<file path="config.mk">
export PLATFORM = sky130hd
export DESIGN_NAME = waveform_player_flat
export DESIGN_NICKNAME = d
export VERILOG_FILES = /design/src/rtl/waveform_player_pkg.sv /design/src/rtl/waveform_player_if.sv /design/src/rtl/waveform_wb_xfer.sv /design/src/rtl/waveform_player.sv /design/src/flat_wrapper.sv
export SDC_FILE = /design/constraint.sdc
export NUM_CORES = 1
export LEC_CHECK = 0
export CORE_MARGIN = 4
export CORE_UTILIZATION = 25
export CTS_CLUSTER_DIAMETER = 60
export DETAILED_ROUTE_END_ITERATION = 8
export GPL_TIMING_DRIVEN = 0
export PLACE_DENSITY_LB_ADDON = 0.12
export REMOVE_ABC_BUFFERS = 1
export SYNTH_ARGS = -nofsm -noshare
export SYNTH_HDL_FRONTEND = slang
export SYNTH_HIERARCHICAL = 1
export SYNTH_SLANG_ARGS = --single-unit
</file>
<file path="constraint.sdc">
create_clock -name clk -period 3 [get_ports clk]
set_clock_uncertainty 0.05 [all_clocks]
set_input_delay 0.3 -clock clk [delete_from_list [all_inputs] [get_ports clk]]
set_output_delay 0.3 -clock clk [all_outputs]
set_load 0.01 [all_outputs]
</file>
<file path="src/rtl/waveform_player_pkg.sv">
// waveform_player_pkg: shared constants and types for the waveform player.
//   - SPI master register offsets (relative to the SPI base address)
//   - SPI STATUS register bit positions
//   - playback FSM state encoding
package waveform_player_pkg;

  localparam logic [31:0] SPI_ARM_OFF      = 32'h4;
  localparam logic [31:0] SPI_TO_SLAVE_OFF = 32'hC;
  localparam logic [31:0] SPI_STATUS_OFF   = 32'h10;

  localparam int unsigned READY_TO_ARM = 0;
  localparam int unsigned FINISHED     = 1;

  typedef enum logic [2:0] {
    StIdle,
    StRead,
    StLoad,
    StArm,
    StPoll,
    StDisarm,
    StWait,
    StDone
  } state_e;

endpackage

</file>
<file path="src/rtl/waveform_player_if.sv">
// waveform_player_if: Wishbone classic bus between the waveform player (master)
// and the RAM / SPI-master address space (slave).
//   wb_adr, wb_cyc, wb_stb, wb_we, wb_dat_w, wb_sel : master -> slave
//   wb_dat_r, wb_ack                                 : slave -> master
interface waveform_player_if;

  logic [31:0] wb_adr;
  logic        wb_cyc;
  logic        wb_stb;
  logic        wb_we;
  logic [31:0] wb_dat_w;
  logic [31:0] wb_dat_r;
  logic        wb_ack;
  logic [3:0]  wb_sel;

  modport master (
    output wb_adr, wb_cyc, wb_stb, wb_we, wb_dat_w, wb_sel,
    input  wb_dat_r, wb_ack
  );

  modport slave (
    input  wb_adr, wb_cyc, wb_stb, wb_we, wb_dat_w, wb_sel,
    output wb_dat_r, wb_ack
  );

endinterface

</file>
<file path="src/rtl/waveform_wb_xfer.sv">
// waveform_wb_xfer: single-transaction Wishbone classic master.
// Ports:
//   clk, rst       clock, asynchronous active-high reset
//   start          request a transaction (taken when ready=1)
//   adr, we, dat_w transaction attributes, captured when start is taken
//   ready          no cycle open and slave ack low
//   done           one-cycle pulse the cycle after the ack
//   dat_r          read data captured on the ack cycle
//   wb             Wishbone master port
// cyc/stb are held with stable attributes until ack, drop on the following cycle,
// and a new cycle waits for ack to fall since the slave keeps ack high until it
// sees cyc low.
module waveform_wb_xfer (
  input  logic        clk,
  input  logic        rst,
  input  logic        start,
  input  logic [31:0] adr,
  input  logic        we,
  input  logic [31:0] dat_w,
  output logic        ready,
  output logic        done,
  output logic [31:0] dat_r,
  waveform_player_if.master wb
);

  logic        cyc_q;
  logic        we_q;
  logic        done_q;
  logic [31:0] adr_q;
  logic [31:0] dat_w_q;
  logic [31:0] dat_r_q;

  assign ready = ~cyc_q & ~wb.wb_ack;

  always_ff @(posedge clk or posedge rst) begin
    if (rst) begin
      cyc_q   <= 1'b0;
      we_q    <= 1'b0;
      done_q  <= 1'b0;
      adr_q   <= '0;
      dat_w_q <= '0;
      dat_r_q <= '0;
    end else begin
      done_q <= 1'b0;
      if (cyc_q) begin
        if (wb.wb_ack) begin
          cyc_q   <= 1'b0;
          dat_r_q <= wb.wb_dat_r;
          done_q  <= 1'b1;
        end
      end else if (start && !wb.wb_ack) begin
        cyc_q   <= 1'b1;
        adr_q   <= adr;
        we_q    <= we;
        dat_w_q <= dat_w;
      end
    end
  end

  assign done        = done_q;
  assign dat_r       = dat_r_q;
  assign wb.wb_cyc   = cyc_q;
  assign wb.wb_stb   = cyc_q;
  assign wb.wb_we    = we_q;
  assign wb.wb_adr   = adr_q;
  assign wb.wb_dat_w = dat_w_q;
  assign wb.wb_sel   = 4'b1111;

endmodule

</file>
<file path="src/rtl/waveform_player.sv">
// waveform_player: bus-mastering waveform generator. Reads 32-bit samples from
// RAM over Wishbone, writes each to an SPI master (TO_SLAVE, ARM, poll STATUS,
// DISARM), then waits timer_spacing cycles before the next sample.
// Ports:
//   clk, rst         clock, asynchronous active-high reset
//   run              start playback from idle (level)
//   force_stop       abort playback at the next transaction boundary
//   do_loop          wrap to sample 0 after the last sample
//   wform_size       number of samples
//   timer_spacing    extra delay cycles between samples
//   cntr             index of the current sample
//   timer            current inter-sample delay count
//   finished         non-looping playback complete
//   ready            idle, accepting run
//   wb               Wishbone master port
// Build option: define WAVEFORM_DAC_CMD_EN to wrap each sample into an AD5791
// DAC-register write command; otherwise the RAM word is sent verbatim.
module waveform_player
  import waveform_player_pkg::*;
#(
  parameter logic [31:0] RAM_START_ADDR  = 32'h0,
  parameter logic [31:0] SPI_START_ADDR  = 32'h1000_0000,
  parameter int unsigned COUNTER_MAX_WID = 16,
  parameter int unsigned TIMER_WID       = 16
) (
  input  logic                       clk,
  input  logic                       rst,
  input  logic                       run,
  input  logic                       force_stop,
  input  logic                       do_loop,
  input  logic [COUNTER_MAX_WID-1:0] wform_size,
  input  logic [TIMER_WID-1:0]       timer_spacing,
  output logic [COUNTER_MAX_WID-1:0] cntr,
  output logic [TIMER_WID-1:0]       timer,
  output logic                       finished,
  output logic                       ready,
  waveform_player_if.master          wb
);

  state_e                     state_q, state_d;
  logic [COUNTER_MAX_WID-1:0] cntr_q, cntr_d;
  logic [TIMER_WID-1:0]       timer_q, timer_d;
  logic [31:0]                sample_q, sample_d;
  logic                       pend_q, pend_d;  // a transaction for this state is in flight
  logic                       stop_q, stop_d;  // force_stop seen, waiting for a boundary

  logic        stop_now;
  logic        bus_state;
  logic        last;
  logic        xfer_start;
  logic [31:0] xfer_adr;
  logic        xfer_we;
  logic [31:0] xfer_dat;
  logic        xfer_ready;
  logic        xfer_done;
  logic [31:0] xfer_rdata;
  logic [31:0] tx_data;

`ifdef WAVEFORM_DAC_CMD_EN
  assign tx_data = {8'h00, 4'b0001, sample_q[19:0]};
`else
  assign tx_data = sample_q;
`endif

  waveform_wb_xfer u_xfer (
    .clk   (clk),
    .rst   (rst),
    .start (xfer_start),
    .adr   (xfer_adr),
    .we    (xfer_we),
    .dat_w (xfer_dat),
    .ready (xfer_ready),
    .done  (xfer_done),
    .dat_r (xfer_rdata),
    .wb    (wb)
  );

  assign stop_now  = stop_q | force_stop;
  assign bus_state = (state_q == StRead) || (state_q == StLoad) || (state_q == StArm) ||
                     (state_q == StPoll) || (state_q == StDisarm);
  assign last      = (cntr_q == wform_size - COUNTER_MAX_WID'(1));

  always_comb begin
    xfer_adr = '0;
    xfer_we  = 1'b0;
    xfer_dat = '0;
    case (state_q)
      StRead:   xfer_adr = RAM_START_ADDR + (32'(cntr_q) << 2);
      StLoad:   begin
        xfer_adr = SPI_START_ADDR + SPI_TO_SLAVE_OFF;
        xfer_we  = 1'b1;
        xfer_dat = tx_data;
      end
      StArm:    begin
        xfer_adr = SPI_START_ADDR + SPI_ARM_OFF;
        xfer_we  = 1'b1;
        xfer_dat = 32'd1;
      end
      StPoll:   xfer_adr = SPI_START_ADDR + SPI_STATUS_OFF;
      StDisarm: begin
        xfer_adr = SPI_START_ADDR + SPI_ARM_OFF;
        xfer_we  = 1'b1;
      end
      default:  ;
    endcase
  end

  always_comb begin
    state_d    = state_q;
    cntr_d     = cntr_q;
    timer_d    = timer_q;
    sample_d   = sample_q;
    pend_d     = pend_q;
    stop_d     = (state_q == StIdle) ? 1'b0 : stop_now;
    xfer_start = 1'b0;

    if (bus_state) begin
      if (pend_q) begin
        if (xfer_done) begin
          pend_d = 1'b0;
          case (state_q)
            StRead:   begin
              sample_d = xfer_rdata;
              state_d  = stop_now ? StIdle : StLoad;
            end
            StLoad:   state_d = stop_now ? StIdle : StArm;
            // Once ARM has landed the SPI master must be disarmed even when stopping.
            StArm:    state_d = stop_now ? StDisarm : StPoll;
            StPoll:   state_d = (stop_now || xfer_rdata[FINISHED]) ? StDisarm : StPoll;
            StDisarm: begin
              state_d = stop_now ? StIdle : StWait;
              timer_d = '0;
            end
            default:  ;
          endcase
        end
      end else if (stop_now && state_q != StDisarm) begin
        // Boundary with nothing in flight: skip the pending transaction.
        state_d = (state_q == StPoll) ? StDisarm : StIdle;
      end else begin
        xfer_start = 1'b1;
        if (xfer_ready) pend_d = 1'b1;
      end
    end else begin
      case (state_q)
        StIdle: begin
          if (!force_stop && run) begin
            cntr_d  = '0;
            state_d = (wform_size != '0) ? StRead : StDone;
          end
        end
        StWait: begin
          if (stop_now) begin
            state_d = StIdle;
          end else if (timer_q == timer_spacing) begin
            state_d = StRead;
            if (last) begin
              if (do_loop) cntr_d = '0;
              else         state_d = StDone;
            end else begin
              cntr_d = cntr_q + COUNTER_MAX_WID'(1);
            end
          end else begin
            timer_d = timer_q + TIMER_WID'(1);
          end
        end
        StDone: begin
          if (stop_now || !run) state_d = StIdle;
        end
        default: ;
      endcase
    end

    if (state_d == StIdle && state_q != StIdle) begin
      cntr_d  = '0;
      timer_d = '0;
      stop_d  = 1'b0;
    end
  end

  always_ff @(posedge clk or posedge rst) begin
    if (rst) begin
      state_q  <= StIdle;
      cntr_q   <= '0;
      timer_q  <= '0;
      sample_q <= '0;
      pend_q   <= 1'b0;
      stop_q   <= 1'b0;
    end else begin
      state_q  <= state_d;
      cntr_q   <= cntr_d;
      timer_q  <= timer_d;
      sample_q <= sample_d;
      pend_q   <= pend_d;
      stop_q   <= stop_d;
    end
  end

  assign cntr     = cntr_q;
  assign timer    = timer_q;
  assign finished = (state_q == StDone);
  assign ready    = (state_q == StIdle);

endmodule

</file>
<file path="src/flat_wrapper.sv">
// flat-port wrapper written by rule: the top's interface ports become plain ports
module waveform_player_flat import waveform_player_pkg::*;
#(
  parameter logic [31:0] RAM_START_ADDR  = 32'h0,
  parameter logic [31:0] SPI_START_ADDR  = 32'h1000_0000,
  parameter int unsigned COUNTER_MAX_WID = 16,
  parameter int unsigned TIMER_WID       = 16
)
  (clk, rst, run, force_stop, do_loop, wform_size, timer_spacing, cntr, timer, finished, ready, wb_wb_adr, wb_wb_cyc, wb_wb_stb, wb_wb_we, wb_wb_dat_w, wb_wb_sel, wb_wb_dat_r, wb_wb_ack);
  waveform_player_if wb_i ();
  input  logic clk;
  input  logic rst;
  input  logic run;
  input  logic force_stop;
  input  logic do_loop;
  input  logic [COUNTER_MAX_WID-1:0] wform_size;
  input  logic [TIMER_WID-1:0] timer_spacing;
  output logic [COUNTER_MAX_WID-1:0] cntr;
  output logic [TIMER_WID-1:0] timer;
  output logic finished;
  output logic ready;
  output wire logic [$bits(wb_i.wb_adr)-1:0] wb_wb_adr;
  output wire logic [$bits(wb_i.wb_cyc)-1:0] wb_wb_cyc;
  output wire logic [$bits(wb_i.wb_stb)-1:0] wb_wb_stb;
  output wire logic [$bits(wb_i.wb_we)-1:0] wb_wb_we;
  output wire logic [$bits(wb_i.wb_dat_w)-1:0] wb_wb_dat_w;
  output wire logic [$bits(wb_i.wb_sel)-1:0] wb_wb_sel;
  input wire logic [$bits(wb_i.wb_dat_r)-1:0] wb_wb_dat_r;
  input wire logic [$bits(wb_i.wb_ack)-1:0] wb_wb_ack;
  assign wb_wb_adr = wb_i.wb_adr;
  assign wb_wb_cyc = wb_i.wb_cyc;
  assign wb_wb_stb = wb_i.wb_stb;
  assign wb_wb_we = wb_i.wb_we;
  assign wb_wb_dat_w = wb_i.wb_dat_w;
  assign wb_wb_sel = wb_i.wb_sel;
  assign wb_i.wb_dat_r = wb_wb_dat_r;
  assign wb_i.wb_ack = wb_wb_ack;
  waveform_player #(.RAM_START_ADDR(RAM_START_ADDR), .SPI_START_ADDR(SPI_START_ADDR), .COUNTER_MAX_WID(COUNTER_MAX_WID), .TIMER_WID(TIMER_WID)) u_core (.clk(clk), .rst(rst), .run(run), .force_stop(force_stop), .do_loop(do_loop), .wform_size(wform_size), .timer_spacing(timer_spacing), .cntr(cntr), .timer(timer), .finished(finished), .ready(ready), .wb(wb_i));
endmodule
</file>
==> After elaboration in Yosys (flattened, before gate mapping) <==
Index checks and enable logic that the tools add are counted.
{ "totals": {"ff_bits": 168, "latchBits": 0, "ramBits": 0, "rom_bits": 0, "output_inout_bits": 105, "n_memories": 0} }
{ "op_classes": {"n_addsub": 3, "mul": 0, "div": 0, "n_lt_le_gt_ge": 0, "n_eq_ne": 20, "shift": 0, "mux": 52, "n_bitwise": 4, "reduce_logical": 26} }
{ "op_table": {"columns": ["op", "count"], "rows": [
  ["$mux 16", 15],
  ["$pmux 29 s4", 1],
  ["$pmux 32 s2", 1],
  ["$mux 3", 13],
  ["$add 16x1->16 const B", 2],
  ["$eq 16x16->1", 2],
  ["$pmux 16 s2", 1],
  ["$mux 1", 17],
  ["$reduce_bool 16->1", 1],
  ["$sub 16x1->16 const B", 1],
  ["$ne 3x3->1 const B", 5],
  ["$pmux 3 s5", 1],
  ["$eq 3x3->1 const B", 4],
  ["$reduce_and 6->1", 2],
  ["$pmux 3 s3", 1],
  ["$reduce_bool 3->1", 3],
  ["$eq 3x2->1 const B", 2],
  ["$logic_not 3->1", 2],
  ["$logic_or 1x1->1", 6],
  ["$ne 3x1->1 const B", 2],
  ["$ne 3x2->1 const B", 2],
  ["$logic_and 1x1->1", 4],
  ["$mux 2", 2],
  ["$ne 4x4->1 const B", 1],
  ["other kinds (10)", 14]
]} }

==> Longest topological paths before layout <==
Gate-level depths: netlist (run 1).
{ "logic_depth": {"word_depth": 11, "depth_mapped": 12, "depth_no_buf": 10} }

==> Hierarchy <==
The synthesis (run 1) kept the hierarchy.
{ "by_module_without_submodules": {"columns": ["mod", "instances", "cells_each", "area_per_inst_um2", "seq_area_each_um2"], "rows": [
  ["waveform_player", 1, 502, 4543.1, 1726.7],
  ["waveform_wb_xfer", 1, 219, 3729.8, 2477.4]
]} }

==> Least setup slack after synthesis (run 1) <==
Ideal clock, no wire load.
{ "synth_path": {"path_kind": "input-to-reg", "start": "input wform_size[0]", "end": "register u_core.cntr_q[6] (netlist: u_core/cntr[6])", "setup_ns": 0.138, "arrival_ns": 2.768, "required_time_ns": 2.812, "slack_ns": 0.043, "cell_stages": 12, "n_path_buf": 2, "cell_sequence": "inv_1 > ha_1 > or4b_4 > and4bb_4 > mux2i_1 > or3b_1 > a311oi_2 > a31oi_1 > buf_2 > buf_2 > a31oi_1 > a31oi_1"} }
{ "synth_via": {"elab_chain_len": 11} }
{ "synth_rtl": {"columns": ["item", "line_no", "rtl"], "rows": [
  ["start, declared", "flat_wrapper.sv:16", "input logic [COUNTER_MAX_WID-1:0] wform_size;"],
  ["$sub 16x1->16", "waveform_player.sv:81", "assign last = (cntr_q == wform_size - COUNTER_MAX_WID'(1));"],
  ["$eq 16x16->1", "waveform_player.sv:81", null],
  ["$mux 3", "waveform_player.sv:157", "if (last) begin"],
  ["$mux 3", "waveform_player.sv:155", "end else if (timer_q == timer_spacing) begin"],
  ["$mux 3", "waveform_player.sv:153", "if (stop_now) begin"],
  ["$pmux 3 s3", "waveform_player.sv:145", "case (state_q)"],
  ["$mux 3", "waveform_player.sv:117", "if (bus_state) begin"],
  ["$logic_not 3->1", "waveform_player.sv:174", "if (state_d == StIdle && state_q != StIdle) begin"],
  ["$logic_and 1x1->1", "waveform_player.sv:174", null],
  ["$ne 4x4->1 (no source line) (tied with other cells)", null, null],
  ["$reduce_and 6->1 (no source line)", null, null],
  ["end signal, assigned", "waveform_player.sv:191", "cntr_q <= cntr_d;"],
  ["end, declared", "waveform_player.sv:41", "logic [COUNTER_MAX_WID-1:0] cntr_q, cntr_d;"]
]} }
Parallel ways exist; a longest one is shown, timed or not. The select of a mux whose other input is x is not followed.
A chain may end at the register's enable or synchronous reset.

==> Worst setup path in the final report (run 1) <==
{ "layout_path": {"start": "input wform_size[3]", "end": "register u_core.cntr_q[6] (netlist: u_core/cntr[6])"} }
Same word-level chain as after synthesis.

==> impl_results.md, run 1 <==
- Status: complete, no violations
- Max_cap viols: 0
- Pre-Repair DR Iteration Count: 4
- Worst Path Max Fanout: 8
- DP HPWL: roughly 16,000 um
- Synth Cell Area: 8273 sq um
- Layout cells sized above 1: 0.1991
- Worst Hold Class: in2async
- Combinational power share: 0.310
- CP Capture Type: register
- Top cell type's share of synthesized area: 0.5082
- Reg clk slew, reported paths: 0.07 ns
- Residual DRC: 0
- Clock power frac: 0.281
- Vias: 6,260
- Clock sink total: around 170
- CP Class: in2reg
- Die W: 189.9 um
- Crit Reg-Reg Endpoint: u_core/timer[0]$_DFFE_PP0P_
- Vias in the first global route: 6,531
- YS warnings: 6
- Avg Vias per Cell: roughly 4.5
- Count leader, synth: dfrtp_1
- Seq pwr share: 0.409
- Cell Int Power: 5.317 mW
- Pwr Total: 7.862 mW
- Post-layout min period: 2.948 ns
- Worst setup SP type: input pin
- Number of flops mapped to enable cells by yosys: 0
- First-pass GRT wire length: 37,780 um
- Worst-margin pin slew: 0.9122 ns
- Async S/R FF share, synth: 1.000
- GRT Util Overall: 0.1336
- Switch Pwr: 2.545 mW
- Final Cycle Share: 0.9825
- Port bufs: 170
- Iter 0 DRT Violations: 203
- Worst Path Arrival: approximately 3.3 ns
- Leakage: 4.954 nW
- Final Hold Fails: 0
- RSZ-0062 raised after global routing: true
- Maximum VDD drop: 0.4831 mV
- Post-DRT Antenna Nets: 0
- Total grt overflow: 0
- Number of synthesized register bits: around 170
- Root Buffer: clkbuf_16
- Initial Utilization: 0.2536
- Core ar.: 32,620 sq um
- Chip height: 189.9 um
- Average size of a mapped cell: ~11 sq um
- Worst R2R Start: u_core/state_q[2]$_DFF_PP0_
- H-tree depth: 4
- Layout Utilization: 0.3544
- Final #Nets: 994
- Hold slack final: between 0.2 and 0.3 ns
- Proportion of synthesized chip area in sequential cells: 0.5082
- Pwr per Cell Area: between 600 and 700 nW/um^2
- CTS tree: yes
- Slew HR: 0.3896
- Fmax: 0.3393 GHz
- Top FF cell, synth: dfrtp_1
- Num rows: 66
- Worst reg2reg path depth: 7
- Antenna violations before repair: 0
- Total CTS buffers: 17
- Setup slack, reg-to-reg: 0.20 ns
- Area growth syn-to-layout: 39.73%
- Sw frac: 0.3237
- Final-report setup violation count: 0
- Top cells by area, synth: dfrtp_1 (51%), mux2_2 (11%), mux2_1 (6.8%), and2_1 (3.6%), xor2_1 (2.6%)
- N_diodes: 0
- Syn Inst Count: 721
- DR WL/cell: 17.48 um
- Clk buf depth: 2
- CP required: about 3.3 ns
- Largest net degree at the start of global routing: a little over 60
- Clk Latency, worst-skew pair: roughly 0.45 ns
- Setup TNS Final: 0 ns
- Final WL: roughly 24,000 um
- Final GP Congestion: 0.7367
- Synth cell count leaders: dfrtp_1 (168), mux2_2 (79), mux2_1 (50)
- Die area: 36,070 sq um
- # fillers: 3,276
- Io pins: approximately 180
- Slew Limit Fails: 0
- Post-synth cell types: 64
- Yosys top cell by area: dfrtp_1
==> repair_timing <==
| action | 4_1_cts | 5_1_grt |
|---|---|---|
| cloned | 2 | 0 |
| pin swaps | 13 | 8 |
| gates resized for setup | 32 | 19 |
| buffers inserted | 9 | 10 |
| endpoints found under the setup margin | 99 | 66 |
| hold buffers | 0 | 0 |
==> how the worst max path moves through the flow <==
stage	startpoint	end	slack [ns]
after floorplan	u_core/state_q[2]$_DFF_PP0_	u_core/u_xfer/wb.wb_adr[22]$_DFFE_PP0P_	-2.04
after global placement	u_core/state_q[2]$_DFF_PP0_	u_core/u_xfer/wb.wb_dat_w[2]$_DFFE_PP0P_	-4.92
after detailed placement	u_core/state_q[2]$_DFF_PP0_	u_core/u_xfer/wb.wb_dat_w[6]$_DFFE_PP0P_	-1.31
after CTS	u_core/state_q[2]$_DFF_PP0_	u_core/u_xfer/wb.wb_dat_w[6]$_DFFE_PP0P_	0.002
after global routing	wform_size[3]	u_core/cntr[3]$_DFFE_PP0P_	-0.03
final	wform_size[3]	u_core/cntr[6]$_DFFE_PP0P_	0.05
==> flip-flops by register name, indices dropped and copies added (netlist names) <==
| signal | cells |
|---|---|
| u_core/u_xfer/done | 1 |
| u_core/stop_q | 1 |
| u_core/u_xfer/wb.wb_we | 1 |
| u_core/u_xfer/wb.wb_dat_w | 32 |
| u_core/timer | 16 |
| u_core/state_q | 3 |
| u_core/u_xfer/wb.wb_cyc | 1 |
| u_core/sample_q | 32 |
| u_core/pend_q | 1 |
| u_core/cntr | 16 |
| u_core/u_xfer/wb.wb_adr | 32 |
| u_core/u_xfer/dat_r | 32 |
==> cell families after synthesis <==
logic type,after synthesis,synth area share
DFF,168,0.5082
AOI/OAI and AO/OA,107,0.08455
and+or+nand+nor,217,0.1463
muxes,134,0.1816
adders and majority gates,3,0.004538
xor gates and xnor gates,39,0.04129
buffers and inverters,51,0.03267
other,2,0.0009078
==> metrics by stage <==
stage | cells | instance area, sq um | setup slack [ns]
2_1_floorplan | 698 | 8108 | -2.043
3_3_place_gp | 1310 | 10360 | -4.917
3_5_place_dp | 1323 | 10630 | -1.306
4_1_cts | 1366 | 11430 | 0.001927
5_1_grt | 1376 | 11560 | -0.02972
6_report | 1376 | 11560 | 0.05244
==> cell usage in the layout (no fill, tap or decap), types with 6 or more instances in the layout <==
cell,n
nand2_1,22
and2_1,49
mux2_1,50
nor2_1,33
a31oi_1,28
nor4_1,9
nand3_1,13
nor3_1,17
and3_1,16
nand2b_1,14
inv_6,7
buf_4,19
dfrtp_1,165
clkbuf_16,17
o21ai_0,20
nand4_1,6
xor2_1,25
nand3b_1,7
inv_1,7
conb_1,19
xnor2_1,14
clkdlybuf4s50_1,164
mux2_2,79
a21oi_1,18
==> per-layer routing <==
metal,track usage,vias to the layer above,part of all wire
li1,-,2987,-
met1,0.1729,3123,0.45
met2,0.2112,133,0.46
met3,0.05358,17,0.072
met4,0.03088,0,0.010
met5,0,-,0
==> critical path: stages <==
cell,delay (ns)
dlygate4sd2_1,0.33
or4b_4,0.61
and4bb_4,0.39
buf_4,0.12
xor2_1,0.05
or3_4,0.34
a311oi_4,0.37
a41o_4,0.38
a21oi_4,0.13
a31oi_1,0.22
==> final cells by class <==
type	count	area [sq um]	share of cell area
flip-flops and latches	168	4210	0.3642
multi-input cells	521	4100	0.3547
repair buffers	202	2068	0.1789
well taps	442	553.0	0.04784
clock buffers	17	425.4	0.03680
clock inverters	15	153.9	0.01331
inverters	11	48.80	0.004221
==> power groups by stage <==
stage	logic, mW	clock network [mW]	registers (mW)
6_report	2.44	2.21	3.22
5_1_grt	2.66	2.39	3.31
4_1_cts	2.34	2.30	3.21
3_5_place_dp	2.14	0	3.25
3_3_place_gp	2.06	0	3.24
2_1_floorplan	1.22	0	3.20
No activity file was read; power rests on OpenSTA's default activity.
==> inputs of run 2 (changes only) <==
--- a/config.mk
+++ b/config.mk
@@ -5,8 +5,9 @@
 export SDC_FILE = /design/constraint.sdc
 export NUM_CORES = 1
 export LEC_CHECK = 0
+export CORE_ASPECT_RATIO = 0.6
 export CORE_MARGIN = 4
-export CORE_UTILIZATION = 25
+export CORE_UTILIZATION = 46
 export CTS_CLUSTER_DIAMETER = 60
 export DETAILED_ROUTE_END_ITERATION = 8
 export GPL_TIMING_DRIVEN = 0
@@ -14,5 +15,4 @@
 export REMOVE_ABC_BUFFERS = 1
 export SYNTH_ARGS = -nofsm -noshare
 export SYNTH_HDL_FRONTEND = slang
-export SYNTH_HIERARCHICAL = 1
 export SYNTH_SLANG_ARGS = --single-unit
==> impl_results.md, run 2 <==
- Pwr Total: 6.994 mW (-11%)
- Final GP Congestion: 0.8978 (+22%)
- Yosys top cell by area: dfrtp_1
- Area growth syn-to-layout: 31.44%
- Worst-margin pin slew: 0.9228 ns (+0.01059 ns)
- Total grt overflow: 0 (unchanged)
- Commonest non-fill, non-tap cell in the layout: clkdlybuf4s50_1
- Number of flops mapped to enable cells by yosys: 0 (unchanged)
- Final #Nets: 961 (-3.3%)
- Crit-path cells: clkdlybuf4s50_1 -> or4_4 -> or4_1 -> a32oi_1 -> nand2_1 -> nand4_2 -> nand3_2 -> or2_4 -> a221o_1
- Reg clk slew, reported paths: 0.07 ns (about the same)
- Slowest CP cell: or4_1
- Top FF cell, synth: dfrtp_1
- Pre-Repair DR Iteration Count: 5 (+1)
- Worst Path Max Fanout: 11 (+3)
- Cell Int Power: 4.534 mW (-15%)
- CP Class: in2reg
- Average size of a mapped cell: 10.10 sq um (-12%)
- Residual DRC: 0 (unchanged)
- Worst Path Arrival: 3.14 ns (-0.11 ns)
- Final Cycle Share: 0.9642 (-0.01829)
- Simple-gate share of the synthesized area: 0.1610 (+0.01479)
- Cell area after layout: 10,090 sq um (-13%)
- Top cells by area, synth: dfrtp_1 (50%), mux2_2 (9.4%), nand2_1 (5.1%), o21ai_0 (3.6%), xor2_1 (2.7%)
- CTS tree: yes
- Met3 routed WL: 1226 um (-29%)
- DR WL/cell: 17.62 um (+0.80%)
- Fraction of the mapped netlist area in adder cells: 0.004890 (+0.0003528)
- Seq pwr share: 0.400 (-0.009)
- Synth Area in XOR/XNOR: 0.05249 (+0.01120)
- Largest net degree at the start of global routing: 95 (+53%)
- Top cell type's share of synthesized area: 0.4988 (-0.009389)
- Final worst slack: 0.1073 ns (+0.05486 ns)
- Status: complete, no violations
- Final WL: 19,890 um (-17%)
- GRT Util Overall: 0.2122 (+0.07853)
- Num rows: 36 (-45%)
- Worst reg2reg path depth: 6 (-1)
- First-pass GRT wire length: 32,490 um (-14%)
- H-tree depth: 4 (unchanged)
- Number of synthesized register bits: 153 (-8.9%)
- Worst R2R Start: u_core.state_q[0]$_DFF_PP0_
- Vias in the first global route: 6,229 (-4.6%)
- Proportion of synthesized chip area in sequential cells: 0.4988 (-0.009389)
- Leakage: 4.421 nW (-11%)
- Clk Latency, worst-skew pair: 0.43 ns (-0.02 ns)
- N_diodes: 0 (unchanged)
- Synth Cell Area: 7676 sq um (-7.2%)
- CP required: 3.24 ns (-0.06 ns)
- Pre-CTS setup slack: -1.203 ns (+0.1030 ns)
- Clock power frac: 0.305 (+0.024)
- Initial Utilization: 0.4708 (+0.2171)
- Async S/R FF share, synth: 1.000 (unchanged)
- CP max stage delay: 0.52 ns (-0.09 ns)
- Layout Utilization: 0.6188 (+0.2644)
- Worst setup SP type: input pin
- Pwr per Cell Area: 693.2 nW/um^2 (+1.9%)
- Total CTS buffers: 17 (unchanged)
- Avg Vias per Cell: 5.501 (+21%)
- Dpl cell area: 9300 sq um (-12%)
- Iter 0 DRT Violations: 513 (+150%)
- Synth cell count leaders: dfrtp_1 (153), nand2_1 (104), mux2_2 (64)
- Syn Inst Count: 760 (+5.4%)
- Crit Reg-Reg Endpoint: u_core.u_xfer.wb.wb_adr[4]$_DFFE_PP0P_
- Slew HR: 0.3826 (-0.006994)
- Met2 WL: 9148 um (-18%)
- Setup slack, reg-to-reg: 0.19 ns (about the same)
- Post-synth cell types: 63 (-1.6%)
- Metal1 wirelength: 9324 um (-14%)
- Highest Signal Layer: met4
- Count leader, synth: dfrtp_1
- Vias: 6,211 (-0.78%)
- Clk buf depth: 2 (unchanged)
- Chip height: 108.1 um (-43%)
- RSZ-0062 raised after global routing: false
- Combinational family with the most area after synthesis: simple AND/OR/NAND/NOR gates
- Worst Hold Class: in2async
- Clock sink total: 153 (-8.9%)
- Leading cell types in the layout, fill and taps excluded: clkdlybuf4s50_1 (152), dfrtp_1 (150), nand2_1 (102), mux2_2 (64), o21ai_0 (55)
- Slew Limit Fails: 0 (unchanged)
- Final Hold Fails: 0 (unchanged)
- Max_cap viols: 0 (unchanged)
- Setup TNS Final: 0 ns (unchanged)
- Port bufs: 155 (-8.8%)
- Fmax: 0.3457 GHz (+1.9%)
- Post-layout min period: 2.893 ns (-0.05486 ns)
- Die W: 174.8 um (-8.0%)
- Maximum VDD drop: 0.4923 mV (+1.9%)
- Switch Pwr: 2.460 mW (-3.3%)
- Antenna violations before repair: 0 (unchanged)
- Io pins: 175 (unchanged)
- Post-synthesis mux area share: 0.1017 (-0.07993)
- CP Capture Type: register
- Root Buffer: clkbuf_16
- DP HPWL: 13,760 um (-15%)
- Sw frac: 0.3517 (+0.02801)
- Final-report setup violation count: 0 (unchanged)
- Die area: 18,890 sq um (-48%)
- Post-synthesis compound-gate area fraction: 0.1244 (+0.03983)
- Combinational power share: 0.295 (-0.015)
- Core ar.: 16,310 sq um (-50%)
- Layout cells sized above 1: 0.1554 (-0.04376)
- Post-DRT Antenna Nets: 0 (unchanged)
- YS warnings: 0 (-6)
==> run 2: cell count changes in the layout (fill, tap and decap cells not counted), moves of 10 or more <==
cell             previous run  this run
a221o_1                     0        10
a22o_1                      2        13
a31oi_1                    28         5
and2_1                     49         4
buf_4                      19         5
clkdlybuf4s50_1           164       152
dfrtp_1                   165       150
mux2_1                     50         0
mux2_2                     79        64
nand2_1                    22       102
nand2b_1                   14         2
o21ai_0                    20        55
==> run 2: worst max path at each step <==
stage | to | slack [ns] | start
final | u_core.cntr[4]$_DFFE_PP0P_ | 0.11 | wform_size[6]
after global placement | u_core.sample_q[10]$_DFFE_PP0P_ | -3.40 | rst
after floorplan | u_core.cntr[0]$_DFFE_PP0P_ | -1.47 | rst
after CTS | u_core.cntr[4]$_DFFE_PP0P_ | 0.01 | wform_size[0]
after global routing | u_core.u_xfer.wb.wb_dat_w[15]$_DFFE_PP0P_ | 0.007 | u_core.state_q[0]$_DFF_PP0_
after detailed placement | u_core.u_xfer.wb.wb_dat_w[15]$_DFFE_PP0P_ | -1.20 | u_core.state_q[0]$_DFF_PP0_
==> run 2: kinds of logic (layout without fill, tap and decap cells) <==
| group | count (synthesis) | after routing |
|---|---|---|
| adder cells (fa/ha/maj) | 3 | 3 |
| other | 2 | 19 |
| XOR/XNOR | 46 | 46 |
| AND/OR/NAND/NOR | 256 | 256 |
| buffers and inverters | 89 | 213 |
| flip-flops | 153 | 153 |
| multiplexers | 70 | 70 |
| AO/OA/AOI/OAI | 141 | 141 |
==> run 2: layer usage <==
layer / vias to the layer above / global-route usage
li1: 2905 / -
met1: 3076 / 0.3043
met2: 211 / 0.3304
met3: 19 / 0.04333
met4: 0 / 0.06106
met5: - / 0
==> run 2: power by group through the flow <==
| stage | clock (mW) | combinational (mW) | sequential [mW] |
|---|---|---|---|
| 2_1_floorplan | 0 | 1.17 | 2.73 |
| 3_3_place_gp | 0 | 1.75 | 2.77 |
| 3_5_place_dp | 0 | 1.86 | 2.81 |
| 4_1_cts | 2.17 | 1.98 | 2.79 |
| 5_1_grt | 2.27 | 2.27 | 2.86 |
| 6_report | 2.13 | 2.07 | 2.79 |
==> run 2: repair_timing <==
action	4_1_cts	5_1_grt
buffers inserted	2	3
setup endpoints to repair	85	53
gates resized for setup	16	19
endpoints found under the hold margin	0	0
pin swaps	2	2
hold buffers	0	0
==> run 2: cell type report <==
type | count | area, sq um
clock buffer | 18 | 429.2
multi-input combinational | 535 | 3654
tap | 228 | 285.3
timing repair buffer | 164 | 1663
sequential | 153 | 3832
fill | 1301 | 6216
inverter | 17 | 68.82
clock inverter | 14 | 157.7
==> run 2: critical path: cells and delay by family <==
kind	cells	cell delay [ns]
AOI/OAI and AO/OA	2	0.57
buffers and inverters	1	0.51
and+or+nand+nor	6	1.76
==> run 2: through the flow <==
| stage | std cells | hold WS, ns |
|---|---|---|
| floorplan | 705 | 0.3573 |
| global placement | 1088 | 0.4099 |
| detailed placement | 1092 | 0.4194 |
| CTS | 1126 | 0.3057 |
| global route | 1129 | 0.3324 |
| finish | 1129 | 0.2783 |
==> inputs of run 3 (changes only) <==
--- a/config.mk
+++ b/config.mk
@@ -6,7 +6,6 @@
 export NUM_CORES = 1
 export LEC_CHECK = 0
 export CORE_ASPECT_RATIO = 0.6
-export CORE_MARGIN = 4
 export CORE_UTILIZATION = 46
 export CTS_CLUSTER_DIAMETER = 60
 export DETAILED_ROUTE_END_ITERATION = 8
==> impl_results.md, run 3 (synthesized netlist as in run 2, its figures left out) <==
- Final-report setup violation count: 0 (unchanged)
- Port bufs: 155 (unchanged)
- Post-DRT Antenna Nets: 0 (unchanged)
- Worst R2R Start: u_core.state_q[0]$_DFF_PP0_
- Leakage: 4.426 nW (+0.12%)
- CTS tree: yes
- Slowest CP cell: or4_1
- Avg Vias per Cell: 5.511 (+0.18%)
- Core ar.: 16,260 sq um (-0.28%)
- Die W: 168.8 um (-3.4%)
- Layout Utilization: 0.6209 (+0.002098)
- Clock power frac: 0.301 (-0.004)
- Commonest non-fill, non-tap cell in the layout: clkdlybuf4s50_1
- Final #Nets: 961 (unchanged)
- Clk buf depth: 2 (unchanged)
- Num rows: 36 (unchanged)
- Worst Path Arrival: 3.14 ns (about the same)
- Largest net degree at the start of global routing: 96 (+1.1%)
- Clk Latency, worst-skew pair: 0.43 ns (about the same)
- Pre-CTS setup slack: -1.226 ns (-0.02255 ns)
- Hold slack final: 0.2582 ns (-0.02014 ns)
- GRT Util Overall: 0.2295 (+0.01729)
- CP Class: in2reg
- Io pins: 175 (unchanged)
- Fmax: 0.3454 GHz (about the same)
- Area growth syn-to-layout: 31.52% (about the same)
- Final Cycle Share: 0.9650 (about the same)
- Status: complete, no violations
- Worst Hold Class: in2async
- Post-layout min period: 2.895 ns (+0.002406 ns)
- Pwr per Cell Area: 693.0 nW/um^2 (about the same)
- Worst Path Max Fanout: 11 (unchanged)
- Root Buffer: clkbuf_16
- Final Hold Fails: 0 (unchanged)
- Maximum VDD drop: 0.4312 mV (-12%)
- Residual DRC: 0 (unchanged)
- Crit-path cells: clkdlybuf4s50_1 -> or4_4 -> or4_1 -> a32oi_1 -> nand2_1 -> nand4_4 -> nand3_2 -> or2_4 -> a221o_1
- Vias: 6,222 (+0.18%)
- Die area: 17,220 sq um (-8.8%)
- DP HPWL: 13,120 um (-4.7%)
- Final worst slack: 0.1049 ns (-0.002406 ns)
- Slew HR: 0.4033 (+0.02065)
- Cell Int Power: 4.487 mW (-1.0%)
- CP startpoint: wform_size[6]
- Vias in the first global route: 5,808 (-6.8%)
- Seq pwr share: 0.400 (about the same)
- Clock sink total: 153 (unchanged)
- Slew Limit Fails: 0 (unchanged)
- Antenna violations before repair: 0 (unchanged)
- Leading cell types in the layout, fill and taps excluded: clkdlybuf4s50_1 (152), dfrtp_1 (150), nand2_1 (102), mux2_2 (64), o21ai_0 (55)
- H-tree depth: 4 (unchanged)
- Total CTS buffers: 17 (unchanged)
- Initial Utilization: 0.4721 (+0.001304)
- Total grt overflow: 0 (unchanged)
- Layout cells sized above 1: 0.1554 (unchanged)
- Switch Pwr: 2.510 mW (+2.0%)
- Final GP Congestion: 0.9105 (+1.4%)
- Sw frac: 0.3588 (+0.007012)
- First-pass GRT wire length: 30,720 um (-5.4%)
- Combinational power share: 0.299 (+0.004)
- Dpl cell area: 9304 sq um (about the same)
- Max_cap viols: 0 (unchanged)
- Final WL: 19,380 um (-2.6%)
- Worst setup SP type: input pin
- Worst-margin pin slew: 0.8919 ns (-0.03086 ns)
- Reg clk slew, reported paths: 0.08 ns (about the same)
- # fillers: 1,264 (-2.8%)
- CP Capture Type: register
- Iter 0 DRT Violations: 427 (-17%)
- Chip height: 102.1 um (-5.6%)
- CP max stage delay: 0.54 ns (+0.02 ns)
- Pre-Repair DR Iteration Count: 5 (unchanged)
- Cell area after layout: 10,100 sq um (about the same)
- DR WL/cell: 17.17 um (-2.6%)
- CP required: 3.25 ns (about the same)
- N_diodes: 0 (unchanged)
-- run 3: path summary, 6_finish.rpt --
kind | endpoint | slack (ns) | depth (start not counted)
max reg2reg | u_core.u_xfer.wb.wb_adr[11]$_DFFE_PP0P_ | 0.20 | 6
min | u_core.sample_q[8]$_DFFE_PP0P_ | 0.26 | 2
min reg2reg | u_core.u_xfer.wb.wb_dat_w[24]$_DFFE_PP0P_ | 0.43 | 2
max | u_core.cntr[4]$_DFFE_PP0P_ | 0.10 | 9
max in group asynchronous | u_core.state_q[2]$_DFF_PP0_ | 1.76 | 3
min in group clk | u_core.u_xfer.dat_r[30]$_DFFE_PP0P_ | 0.43 | 2
-- run 3: area by class of cell --
type	instances	area (sq um)	area share
sequential	153	3832	0.3796
clock inverter	14	151.4	0.01500
multi-input combinational	535	3662	0.3627
clock buffer	18	429.2	0.04251
timing repair buffer	164	1667	0.1651
tap	228	285.3	0.02826
inverter	17	68.82	0.006816
-- run 3: power groups by stage --
stage               Clock [mW]  Combinational (mW)  Sequential, mW
CTS                       2.15                2.01            2.79
finish                    2.10                2.09            2.80
global placement             0                1.75            2.77
global route              2.25                2.26            2.85
floorplan                    0                1.17            2.73
detailed placement           0                1.86            2.80
-- run 3: repair_timing --
action / in CTS / in global routing
resized for setup: 18 / 19
hold buffers: 0 / 0
gates cloned: 0 / 0
pin swaps: 1 / 4
setup endpoints to repair: 84 / 64
buffers inserted: 2 / 3
-- run 3: layer usage --
layer | vias to the layer above | global-route usage | part of all wire
met2 | 231 | 0.3595 | 0.45
met1 | 3050 | 0.3285 | 0.48
met3 | 30 | 0.03757 | 0.053
met4 | 0 | 0.07273 | 0.017
met5 | - | 0 | 0
li1 | 2911 | - | -
-- run 3: critical path: cells and delay by family --
family / cells / cell delay [ns]
buf+inv: 1 / 0.49
simple gates: 6 / 1.77
compound gates: 2 / 0.60
-- run 3: stage by stage --
step | instances | total power [mW] | TNS, ns
floorplan | 705 | 3.902 | -255.95
global placement | 1088 | 4.523 | -651.18
detailed placement | 1092 | 4.670 | -62.44
CTS | 1126 | 6.946 | 0
global route | 1129 | 7.367 | -0.003510
finish | 1129 | 6.997 | 0
